## src/rtl/alu_seq_pkg.sv

```systemverilog
// Shared types and constants for the ALU sequencer: opcode and FSM state enums,
// plus the fixed prefixes used by the compare opcodes.
package alu_seq_pkg;

    typedef enum logic [2:0] {
        OP_SUB = 3'b000,
        OP_ADD = 3'b001,
        OP_OR  = 3'b010,
        OP_AND = 3'b011,
        OP_ASR = 3'b100,
        OP_ROL = 3'b101,
        OP_LT  = 3'b110,
        OP_EQ  = 3'b111
    } op_e;

    typedef enum logic [1:0] {
        S_IDLE = 2'd0,
        S_READ = 2'd1,
        S_EXEC = 2'd2,
        S_DONE = 2'd3
    } state_e;

    localparam logic [2:0] LT_PREFIX = 3'b101;
    localparam logic [2:0] EQ_PREFIX = 3'b111;

endpackage

```

## src/rtl/alu4_core.sv

```systemverilog
// Purely combinational 4-bit ALU, modulo 16, no carry or flags.
module alu4_core
    import alu_seq_pkg::*;
(
    input  logic [3:0] rs,
    input  logic [3:0] rt,
    input  op_e        op,
    output logic [3:0] rd
);

    always_comb begin
        rd = 4'd0;
        case (op)
            OP_SUB:  rd = rs - rt;
            OP_ADD:  rd = rs + rt;
            OP_OR:   rd = rs | rt;
            OP_AND:  rd = rs & rt;
            OP_ASR:  rd = {rt[3], rt[3:1]};
            OP_ROL:  rd = {rs[2:0], rs[3]};
            OP_LT:   rd = {LT_PREFIX, (rs < rt)};
            OP_EQ:   rd = {EQ_PREFIX, (rs == rt)};
            default: rd = 4'd0;
        endcase
    end

endmodule

```

## src/rtl/alu_sequencer.sv

```systemverilog
// Four-state command sequencer (IDLE->READ->EXEC->DONE) around a small register file and alu4_core.
// Optional build macro ALU_SEQ_BYPASS_EN: load-immediate commands complete on the acceptance edge.
module alu_sequencer
    import alu_seq_pkg::*;
#(
    parameter int NREG = 4,
    parameter int RA_W = $clog2(NREG)
) (
    input  logic            clk,
    input  logic            rst,
    input  logic            cmd_valid,
    output logic            cmd_ready,
    input  logic            cmd_ld,
    input  logic [2:0]      cmd_op,
    input  logic [RA_W-1:0] cmd_rs,
    input  logic [RA_W-1:0] cmd_rt,
    input  logic [RA_W-1:0] cmd_rd,
    input  logic [3:0]      cmd_imm,
    output logic            res_valid,
    input  logic            res_ready,
    output logic [3:0]      res_data,
    output logic [RA_W-1:0] res_rd,
    output logic            busy
);

    state_e          state_reg, state_next;
    logic            ld_reg;
    op_e             op_reg;
    logic [RA_W-1:0] rs_reg, rt_reg, rd_reg;
    logic [3:0]      imm_reg;
    logic [3:0]      opa_reg, opb_reg, result_reg;
    logic [3:0]      regfile_reg [NREG];
    logic [3:0]      alu_out, wb_data;
    logic [RA_W-1:0] wb_rd;
    logic            accept, wb_en, bypass_ld;

    assign accept = cmd_valid && (state_reg == S_IDLE);

`ifdef ALU_SEQ_BYPASS_EN
    assign bypass_ld = accept && cmd_ld;
`else
    assign bypass_ld = 1'b0;
`endif

    // A bypassed load writes straight from the command fields; everything else from the latched command.
    assign wb_en   = (state_reg == S_EXEC) || bypass_ld;
    assign wb_rd   = bypass_ld ? cmd_rd : rd_reg;
    assign wb_data = bypass_ld ? cmd_imm : (ld_reg ? imm_reg : alu_out);

    alu4_core u_alu (
        .rs (opa_reg),
        .rt (opb_reg),
        .op (op_reg),
        .rd (alu_out)
    );

    always_ff @(posedge clk or posedge rst) begin
        if (rst) state_reg <= S_IDLE;
        else     state_reg <= state_next;
    end

    always_comb begin
        state_next = state_reg;
        cmd_ready  = 1'b0;
        res_valid  = 1'b0;
        busy       = 1'b1;
        case (state_reg)
            S_IDLE: begin
                cmd_ready = 1'b1;
                busy      = 1'b0;
                if (cmd_valid) state_next = bypass_ld ? S_DONE : S_READ;
            end
            S_READ: state_next = S_EXEC;
            S_EXEC: state_next = S_DONE;
            S_DONE: begin
                res_valid = 1'b1;
                if (res_ready) state_next = S_IDLE;
            end
            default: state_next = S_IDLE;
        endcase
    end

    always_ff @(posedge clk or posedge rst) begin
        if (rst) begin
            ld_reg     <= 1'b0;
            op_reg     <= OP_SUB;
            rs_reg     <= '0;
            rt_reg     <= '0;
            rd_reg     <= '0;
            imm_reg    <= 4'd0;
            opa_reg    <= 4'd0;
            opb_reg    <= 4'd0;
            result_reg <= 4'd0;
        end else begin
            if (accept) begin
                ld_reg  <= cmd_ld;
                op_reg  <= op_e'(cmd_op);
                rs_reg  <= cmd_rs;
                rt_reg  <= cmd_rt;
                rd_reg  <= cmd_rd;
                imm_reg <= cmd_imm;
            end
            if (state_reg == S_READ) begin
                opa_reg <= regfile_reg[rs_reg];
                opb_reg <= regfile_reg[rt_reg];
            end
            if (wb_en) result_reg <= wb_data;
        end
    end

    // Kept in flops rather than RAM: reset must clear every entry at once.
    always_ff @(posedge clk or posedge rst) begin
        if (rst) begin
            for (int i = 0; i < NREG; i++) regfile_reg[i] <= 4'd0;
        end else if (wb_en) begin
            regfile_reg[wb_rd] <= wb_data;
        end
    end

    assign res_data = result_reg;
    assign res_rd   = rd_reg;

endmodule

```

## config.mk

```make
export PLATFORM = sky130hd
export DESIGN_NAME = alu_sequencer
export DESIGN_NICKNAME = d
export VERILOG_FILES = /design/src/rtl/alu_seq_pkg.sv /design/src/rtl/alu4_core.sv /design/src/rtl/alu_sequencer.sv
export SDC_FILE = /design/constraint.sdc
export NUM_CORES = 1
export LEC_CHECK = 0
export ABC_AREA = 1
export CAP_MARGIN = 0
export CORE_MARGIN = 10
export CORE_UTILIZATION = 50
export CTS_BUF_LIST = sky130_fd_sc_hd__clkbuf_2
export DETAILED_ROUTE_END_ITERATION = 7
export PLACE_DENSITY = 0.8
export SYNTH_ARGS = -nofsm -noshare
export SYNTH_HDL_FRONTEND = slang
export SYNTH_SLANG_ARGS = --single-unit
```

## constraint.sdc

```tcl
create_clock -name clk -period 3.8 [get_ports clk]
set_input_delay 0.57 -clock clk [delete_from_list [all_inputs] [get_ports clk]]
set_output_delay 0.57 -clock clk [all_outputs]
set_load 0.005 [all_outputs]
```

### Yosys cells after proc, flatten, opt, wreduce, memory -nomap -nowiden

Cells that the tools add are included.

| word-level totals | value |
|---|---|
| register bits | 44 |
| word-level logic and storage cells | 61 |

| operators by class | value |
|---|---|
| add/sub/neg operators | 2 |
| $lt $le $gt $ge | 5 |
| eq/ne operators | 13 |
| mux-type cells | 17 |
| bitwise operators | 5 |
| reductions and logical operators | 5 |

Operators with widths:

| kind | count |
|---|---|
| 4-bit case mux with 8 select lines | 1 |
| 4-bit 2-to-1 mux | 6 |
| 4-bit binary-select mux with 2-bit select | 2 |
| 16-bit bitwise mux | 1 |
| 3-bit == test (second input constant) | 4 |
| 3-bit >= comparator (second input constant) | 3 |
| 2-bit inverter with 3-bit output | 3 |
| 4-bit demux with 2-bit select | 1 |
| 2-bit case mux with 4 select lines | 1 |
| 3-bit by 2-bit == test with 1-bit output (second input constant) | 2 |
| 4-bit adder | 1 |
| 4-bit bitwise AND | 1 |
| 2-bit == test (second input constant) | 2 |
| 4-bit == test | 1 |
| 4-bit less-than comparator | 1 |
| 2-bit 2-to-1 mux | 2 |
| 2-bit != test (second input constant) | 2 |
| 4-bit OR | 1 |
| 4-bit subtractor | 1 |
| 3-bit by 1-bit == test with 1-bit output (second input constant) | 1 |
| 3-bit logical NOT | 1 |
| 3-bit by 1-bit less-than comparator with 1-bit output (second input constant) | 1 |
| 1-bit 2-to-1 mux | 3 |
| 2-bit by 1-bit == test with 1-bit output (second input constant) | 1 |
| other kinds (3) | 4 |

### Longest topological paths before layout

| logic depth | value |
|---|---|
| depth in word-level cells | 6 |
| mapped depth | 13 |

### Cells and area by module

Synthesis repeated with hierarchy kept, for this count alone.

| second synthesis, totals | value |
|---|---|
| cell total of the unflattened synthesis | 356 |
| area total of the unflattened synthesis | 2,723.9 sq um |

By module, submodules not included:

| module | times used | cells an instance | area each (sq um) |
|---|---|---|---|
| alu_sequencer | 1 | 254 | 2,102.0 |
| alu4_core | 1 | 102 | 621.8 |

### Worst setup path before layout

OpenSTA, ideal clock, no wires.

| timing | value |
|---|---|
| path type | reg-to-reg |
| start | reg opa_reg[2] |
| end | reg result_reg[3] (netlist: res_data[3]) |
| setup time | 0.117 ns |
| data arrival time | 1.542 ns |
| data required time | 3.683 ns |
| path slack | 2.141 ns |
| stages on the path, launching flop included | 12 |
| path buffers | 0 |
| period minus slack after synthesis | 1.659 ns |
| path through | dfrtp_1 -> inv_1 -> ha_1 -> or2_2 -> nand2_1 -> nand2_1 -> nand3_1 -> nand3_1 -> nand2_1 -> nand2_2 -> nand2_1 -> nand2_1 |

| between the ends | value |
|---|---|
| longest elaborated chain between the ends | 3 |

Ends and longest elaborated chain:

| what | line | source |
|---|---|---|
| start: declaration | alu_sequencer.sv:31 | `logic [3:0] opa_reg, opb_reg, result_reg;` |
| start signal: assignment | alu_sequencer.sv:104 | `opa_reg <= regfile_reg[rs_reg];` |
| 4-bit adder or 4-bit subtractor (tied branches) | alu4_core.sv:15, alu4_core.sv:14 |  |
| 4-bit case mux with 8 select lines * | alu4_core.sv:13 | `case (op)` |
| 4-bit 2-to-1 mux * | alu_sequencer.sv:48 | `assign wb_data = bypass_ld ? cmd_imm : (ld_reg ? imm_reg : alu_out);` |
| end signal: assignment | alu_sequencer.sv:107 | `if (wb_en) result_reg <= wb_data;` |
| end: declaration | alu_sequencer.sv:31 |  |

Every way passes the cells marked *; elsewhere a longest branch is shown, timed or not.
A chain may end at the register's enable or synchronous reset.

### Worst setup path after layout

| timing | value |
|---|---|
| start | reg state_reg[0] |
| end | out busy |

| between the ends | value |
|---|---|
| longest elaborated chain between the ends | 2 |

Ends and longest elaborated chain:

| what | line | source |
|---|---|---|
| start: declaration | alu_sequencer.sv:26 | `state_e state_reg, state_next;` |
| start signal: assignment | alu_sequencer.sv:59 | `else state_reg <= state_next;` |
| 2-bit logical NOT | alu_sequencer.sv:67 | `case (state_reg)` |
| 1-bit 2-to-1 mux | alu_sequencer.sv:67 |  |
| end: declaration | alu_sequencer.sv:23 | `output logic busy` |

No other way between the ends.

==> run_summary.xml <==
<?xml version="1.0" encoding="UTF-8"?>
<metrics>
  <group name="power_and_ir_drop">
    <metric name="power_frac_seq" unit="%">36.7</metric>
    <metric name="power.static_leakage" unit="nW">1.46</metric>
    <metric name="power_spent_charging_and_discharging_nets" unit="mW">1.24</metric>
    <metric name="vdd.ir_drop.worst" unit="V">0.000493</metric>
    <metric name="power.clock.fraction" unit="%">7.0</metric>
    <metric name="design_power_total" unit="mW">2.56</metric>
    <metric name="netSwitchingFraction" unit="%">48.4</metric>
    <metric name="combinational_cell_fraction_of_total_power" unit="%">56.3</metric>
    <metric name="cellInternalPower" unit="mW">1.32</metric>
    <metric name="cellPowerDensity" unit="mW/mm²">863</metric>
  </group>
  <group name="setup_path">
    <metric name="rr_endpoint" unit="">regfile_reg[0]</metric>
    <metric name="worst-endpoint-required" unit="ns">3.23</metric>
    <metric name="worst-r2r-cell-count" unit="">9</metric>
    <metric name="r2r-start" unit="">opa_reg[0]</metric>
    <metric name="crit_path_end_kind" unit="">output pin</metric>
    <metric name="setup.reg_to_reg.worst_slack" unit="ns">1.84</metric>
    <metric name="timing.critical_path.fanout_max" unit="">4</metric>
    <metric name="cp.arrival" unit="ns">1.70</metric>
    <metric name="worstSetupStartpointType" unit="">flop</metric>
    <metric name="path_class" unit="">reg -&gt; out</metric>
    <metric name="crit_start" unit="">state_reg[0]</metric>
  </group>
  <group name="logic_synthesis">
    <metric name="post-synth-top-area-cell" unit="">sky130_fd_sc_hd__dfrtp_1</metric>
    <metric name="synth_cell_types" unit="">28</metric>
    <metric name="gate_count_of_the_mapped_netlist" unit="">328</metric>
    <metric name="mean_cell_area_of_the_mapped_netlist" unit="µm²">8.00</metric>
    <metric name="ys_top_cells_by_area" unit="">sky130_fd_sc_hd__dfrtp_1 42%, sky130_fd_sc_hd__nand2_1 10%, sky130_fd_sc_hd__ha_1 7.6%</metric>
    <metric name="syn_area" unit="mm²">0.00262</metric>
    <metric name="yosys_warnings" unit="">0</metric>
    <metric name="yosysTopAreaCellShare" unit="%">42.0</metric>
    <metric name="ys_seq_elements" unit="">44</metric>
    <metric name="syn-num-nets" unit="">364</metric>
    <metric name="ys_seq_area_share" unit="%">42.0</metric>
  </group>
  <group name="die">
    <metric name="die_width" unit="µm">92.4</metric>
    <metric name="core.rowCount" unit="">26</metric>
    <metric name="floorplan.die.height" unit="µm">92.4</metric>
    <metric name="pin_count" unit="">27</metric>
    <metric name="die-area" unit="mm²">0.00854</metric>
    <metric name="core" unit="mm²">0.00511</metric>
    <metric name="floorplan.initialDensity" unit="%">51.3</metric>
  </group>
  <group name="cts">
    <metric name="clock_tree.buffer_depth" unit="">2</metric>
    <metric name="tritoncts" unit="">done</metric>
    <metric name="numCtsBuffers" unit="">5</metric>
    <metric name="worstSkewPairLatency" unit="ns">0.41</metric>
    <metric name="clock_pin_slew_worst_setup_and_hold_paths" unit="ns">0.19</metric>
    <metric name="cts.repair.resized" unit="">0</metric>
    <metric name="cts_hold_repair.buffers" unit="">0</metric>
    <metric name="postCtsSetupRepairBufs" unit="">0</metric>
    <metric name="clockRootBuffer" unit="">sky130_fd_sc_hd__clkbuf_2</metric>
    <metric name="ctsHtreeMaxLevel" unit="">2</metric>
    <metric name="cts_num_sinks" unit="">44</metric>
  </group>
  <group name="routing">
    <metric name="detail-route-antenna-nets" unit="">0</metric>
    <metric name="avgRoutedWirePerCell" unit="µm">14.0</metric>
    <metric name="detail_route.drc_violations" unit="">0</metric>
    <metric name="vias_per_cell" unit="">5.19</metric>
    <metric name="routed-via-count" unit="">2184</metric>
    <metric name="first_iter_violations" unit="">148</metric>
    <metric name="drt-pass1-iter-count" unit="">4</metric>
    <metric name="drt_wl_total" unit="µm">5910</metric>
  </group>
  <group name="worst_hold_path">
    <metric name="min_to" unit="">regfile_reg[8]</metric>
    <metric name="hp-class" unit="">reg -&gt; reg</metric>
    <metric name="worst_hold_path.num_cells" unit="">2</metric>
    <metric name="start_point_of_the_worst_hold_path" unit="">regfile_reg[8]</metric>
  </group>
  <group name="sta">
    <metric name="finalSetupTns" unit="ns">0</metric>
    <metric name="timing_worst_slew_pin_value" unit="ns">0.681</metric>
    <metric name="min_period_over_period" unit="%">59.8</metric>
    <metric name="timing_max_transition_violations_final" unit="">0</metric>
    <metric name="grt_setup_unrepaired" unit="">no</metric>
    <metric name="slew_headroom" unit="%">54.5</metric>
    <metric name="shortest_clock_period_the_worst_path_allows_after_layout" unit="ns">2.27</metric>
    <metric name="max_frequency" unit="MHz">440</metric>
    <metric name="clock-skew-final" unit="ns">0.0215</metric>
    <metric name="finalHoldViolations" unit="">0</metric>
    <metric name="setup_violations" unit="">0</metric>
  </group>
  <group name="global_route">
    <metric name="globalRoute.totalOverflow" unit="">0</metric>
    <metric name="gr-usage-all-layers" unit="%">14.9</metric>
    <metric name="grt_start_max_net_pins" unit="">45</metric>
    <metric name="wire_length_of_the_first_global_routing_pass" unit="µm">10400</metric>
    <metric name="first_global_vias" unit="">2232</metric>
    <metric name="antenna_found_initial" unit="">0</metric>
  </group>
  <group name="finish">
    <metric name="fraction_of_final_layout_cells_with_drive_strength_greater_than_1" unit="%">6.84</metric>
    <metric name="largest_register_ffs" unit="">16</metric>
    <metric name="finish.net_count" unit="">387</metric>
    <metric name="instances_no_fill" unit="">421</metric>
    <metric name="antennaDiodeCount" unit="">0</metric>
    <metric name="layout_common_cells" unit="">73 x sky130_fd_sc_hd__nand2_1, 48 x sky130_fd_sc_hd__inv_1, 44 x sky130_fd_sc_hd__dfrtp_1, 30 x sky130_fd_sc_hd__nor2_1, 26 x sky130_fd_sc_hd__clkdlybuf4s50_1</metric>
    <metric name="final_common_cell" unit="">sky130_fd_sc_hd__nand2_1</metric>
    <metric name="synthToLayoutAreaGrowth" unit="%">13.0</metric>
  </group>
  <group name="placed_design">
    <metric name="gpl.final_weighted_congestion" unit="">0.907</metric>
    <metric name="numPortBuffers" unit="">26</metric>
    <metric name="place_inst" unit="">414</metric>
    <metric name="post-dp-hpwl" unit="µm">4760</metric>
  </group>
  <group name="run_status">
    <metric name="run_status" unit="">finished clean</metric>
  </group>
  <group name="job">
    <metric name="drv_cap" unit="">0</metric>
  </group>
</metrics>
-- kinds of logic (layout without fill, tap and decap cells) --
| kind of cell | after synthesis | after routing | share of synthesized area (%) |
|---|---|---|---|
| compound gates | 61 | 61 | 13.2 |
| xor+xnor | 2 | 2 | 0.668 |
| fa+ha+maj | 18 | 18 | 9.16 |
| buf+inv | 60 | 83 | 8.78 |
| flops | 44 | 44 | 42.0 |
| mux | 8 | 8 | 3.44 |
| simple gates | 135 | 135 | 22.8 |
-- worst max-delay path, cell delays in order (launching register included) --
cell	delay [ns]
sky130_fd_sc_hd__dfrtp_1	0.42
sky130_fd_sc_hd__inv_1	0.08
sky130_fd_sc_hd__ha_1	0.24
sky130_fd_sc_hd__inv_1	0.08
sky130_fd_sc_hd__clkdlybuf4s50_1	0.50
-- cell usage after synthesis --
library cell	n
sky130_fd_sc_hd__inv_2	1
sky130_fd_sc_hd__ha_1	16
sky130_fd_sc_hd__o22ai_1	3
sky130_fd_sc_hd__nor3_2	2
sky130_fd_sc_hd__o21ai_1	2
sky130_fd_sc_hd__buf_2	1
sky130_fd_sc_hd__dfrtp_1	44
sky130_fd_sc_hd__clkbuf_1	9
sky130_fd_sc_hd__a31oi_1	11
sky130_fd_sc_hd__o211ai_1	8
sky130_fd_sc_hd__or2_1	1
sky130_fd_sc_hd__nand2_2	3
sky130_fd_sc_hd__inv_1	48
sky130_fd_sc_hd__a21oi_1	21
sky130_fd_sc_hd__fa_1	2
sky130_fd_sc_hd__o21ai_0	15
sky130_fd_sc_hd__nand3_1	20
sky130_fd_sc_hd__nor3_1	1
sky130_fd_sc_hd__buf_4	1
sky130_fd_sc_hd__xnor2_1	1
sky130_fd_sc_hd__mux2_2	8
sky130_fd_sc_hd__nor3_4	3
sky130_fd_sc_hd__nand4_1	1
sky130_fd_sc_hd__nor2_1	30
sky130_fd_sc_hd__or2_2	1
sky130_fd_sc_hd__nand2_1	73
sky130_fd_sc_hd__xor2_1	1
sky130_fd_sc_hd__o31ai_1	1
-- cell type report --
| cell class | count | area [µm²] |
|---|---|---|
| multi-input cells | 224 | 1290 |
| well taps | 70 | 87.6 |
| flip-flops and latches | 44 | 1100 |
| clock buffers | 5 | 25.0 |
| fillers | 481 | 2140 |
| repair buffers | 27 | 268 |
| clock inverters | 2 | 7.51 |
| inverters | 49 | 184 |
-- power groups by stage --
stage                     clock, mW  sequential, mW  combinational [mW]
after floorplan                   0           0.834                1.13
after global placement            0           0.940                1.42
after detailed placement          0           0.951                1.44
after CTS                     0.183           0.938                1.45
after global routing          0.203           0.988                1.66
final                         0.179           0.940                1.44
-- routing by layer --
| metal | up-vias | track usage [%] | part of all wire, % |
|---|---|---|---|
| li1 | 1109 | - | - |
| met1 | 1011 | 17.0 | 42 |
| met2 | 50 | 26.4 | 51 |
| met3 | 14 | 3.23 | 4.3 |
| met4 | 0 | 5.66 | 2.7 |
| met5 | - | 0 | 0 |
-- per-stage QoR --
stage | cell area [µm²] | util, % | hold WS, ns | worst slack, ns
floorplan | 2620 | - | 0.449 | 2.14
global placement | 2930 | 57.4 | 0.467 | 1.78
detailed placement | 2930 | 57.4 | 0.467 | 1.74
CTS | 2960 | 58.0 | 0.510 | 1.50
global route | 2960 | 58.0 | 0.554 | 1.42
finish | 2960 | 58.0 | 0.504 | 1.53
-- how the worst max path moves through the flow --
stage	slack, ns	end	depth (start not counted)
floorplan	2.14	res_data[3]	11
global placement	1.78	rs_reg[1]	3
detailed placement	1.74	imm_reg[0]	3
CTS	1.50	busy	4
global route	1.42	busy	4
finish	1.53	busy	4
Note: power is estimated with default switching activity, not from simulation.
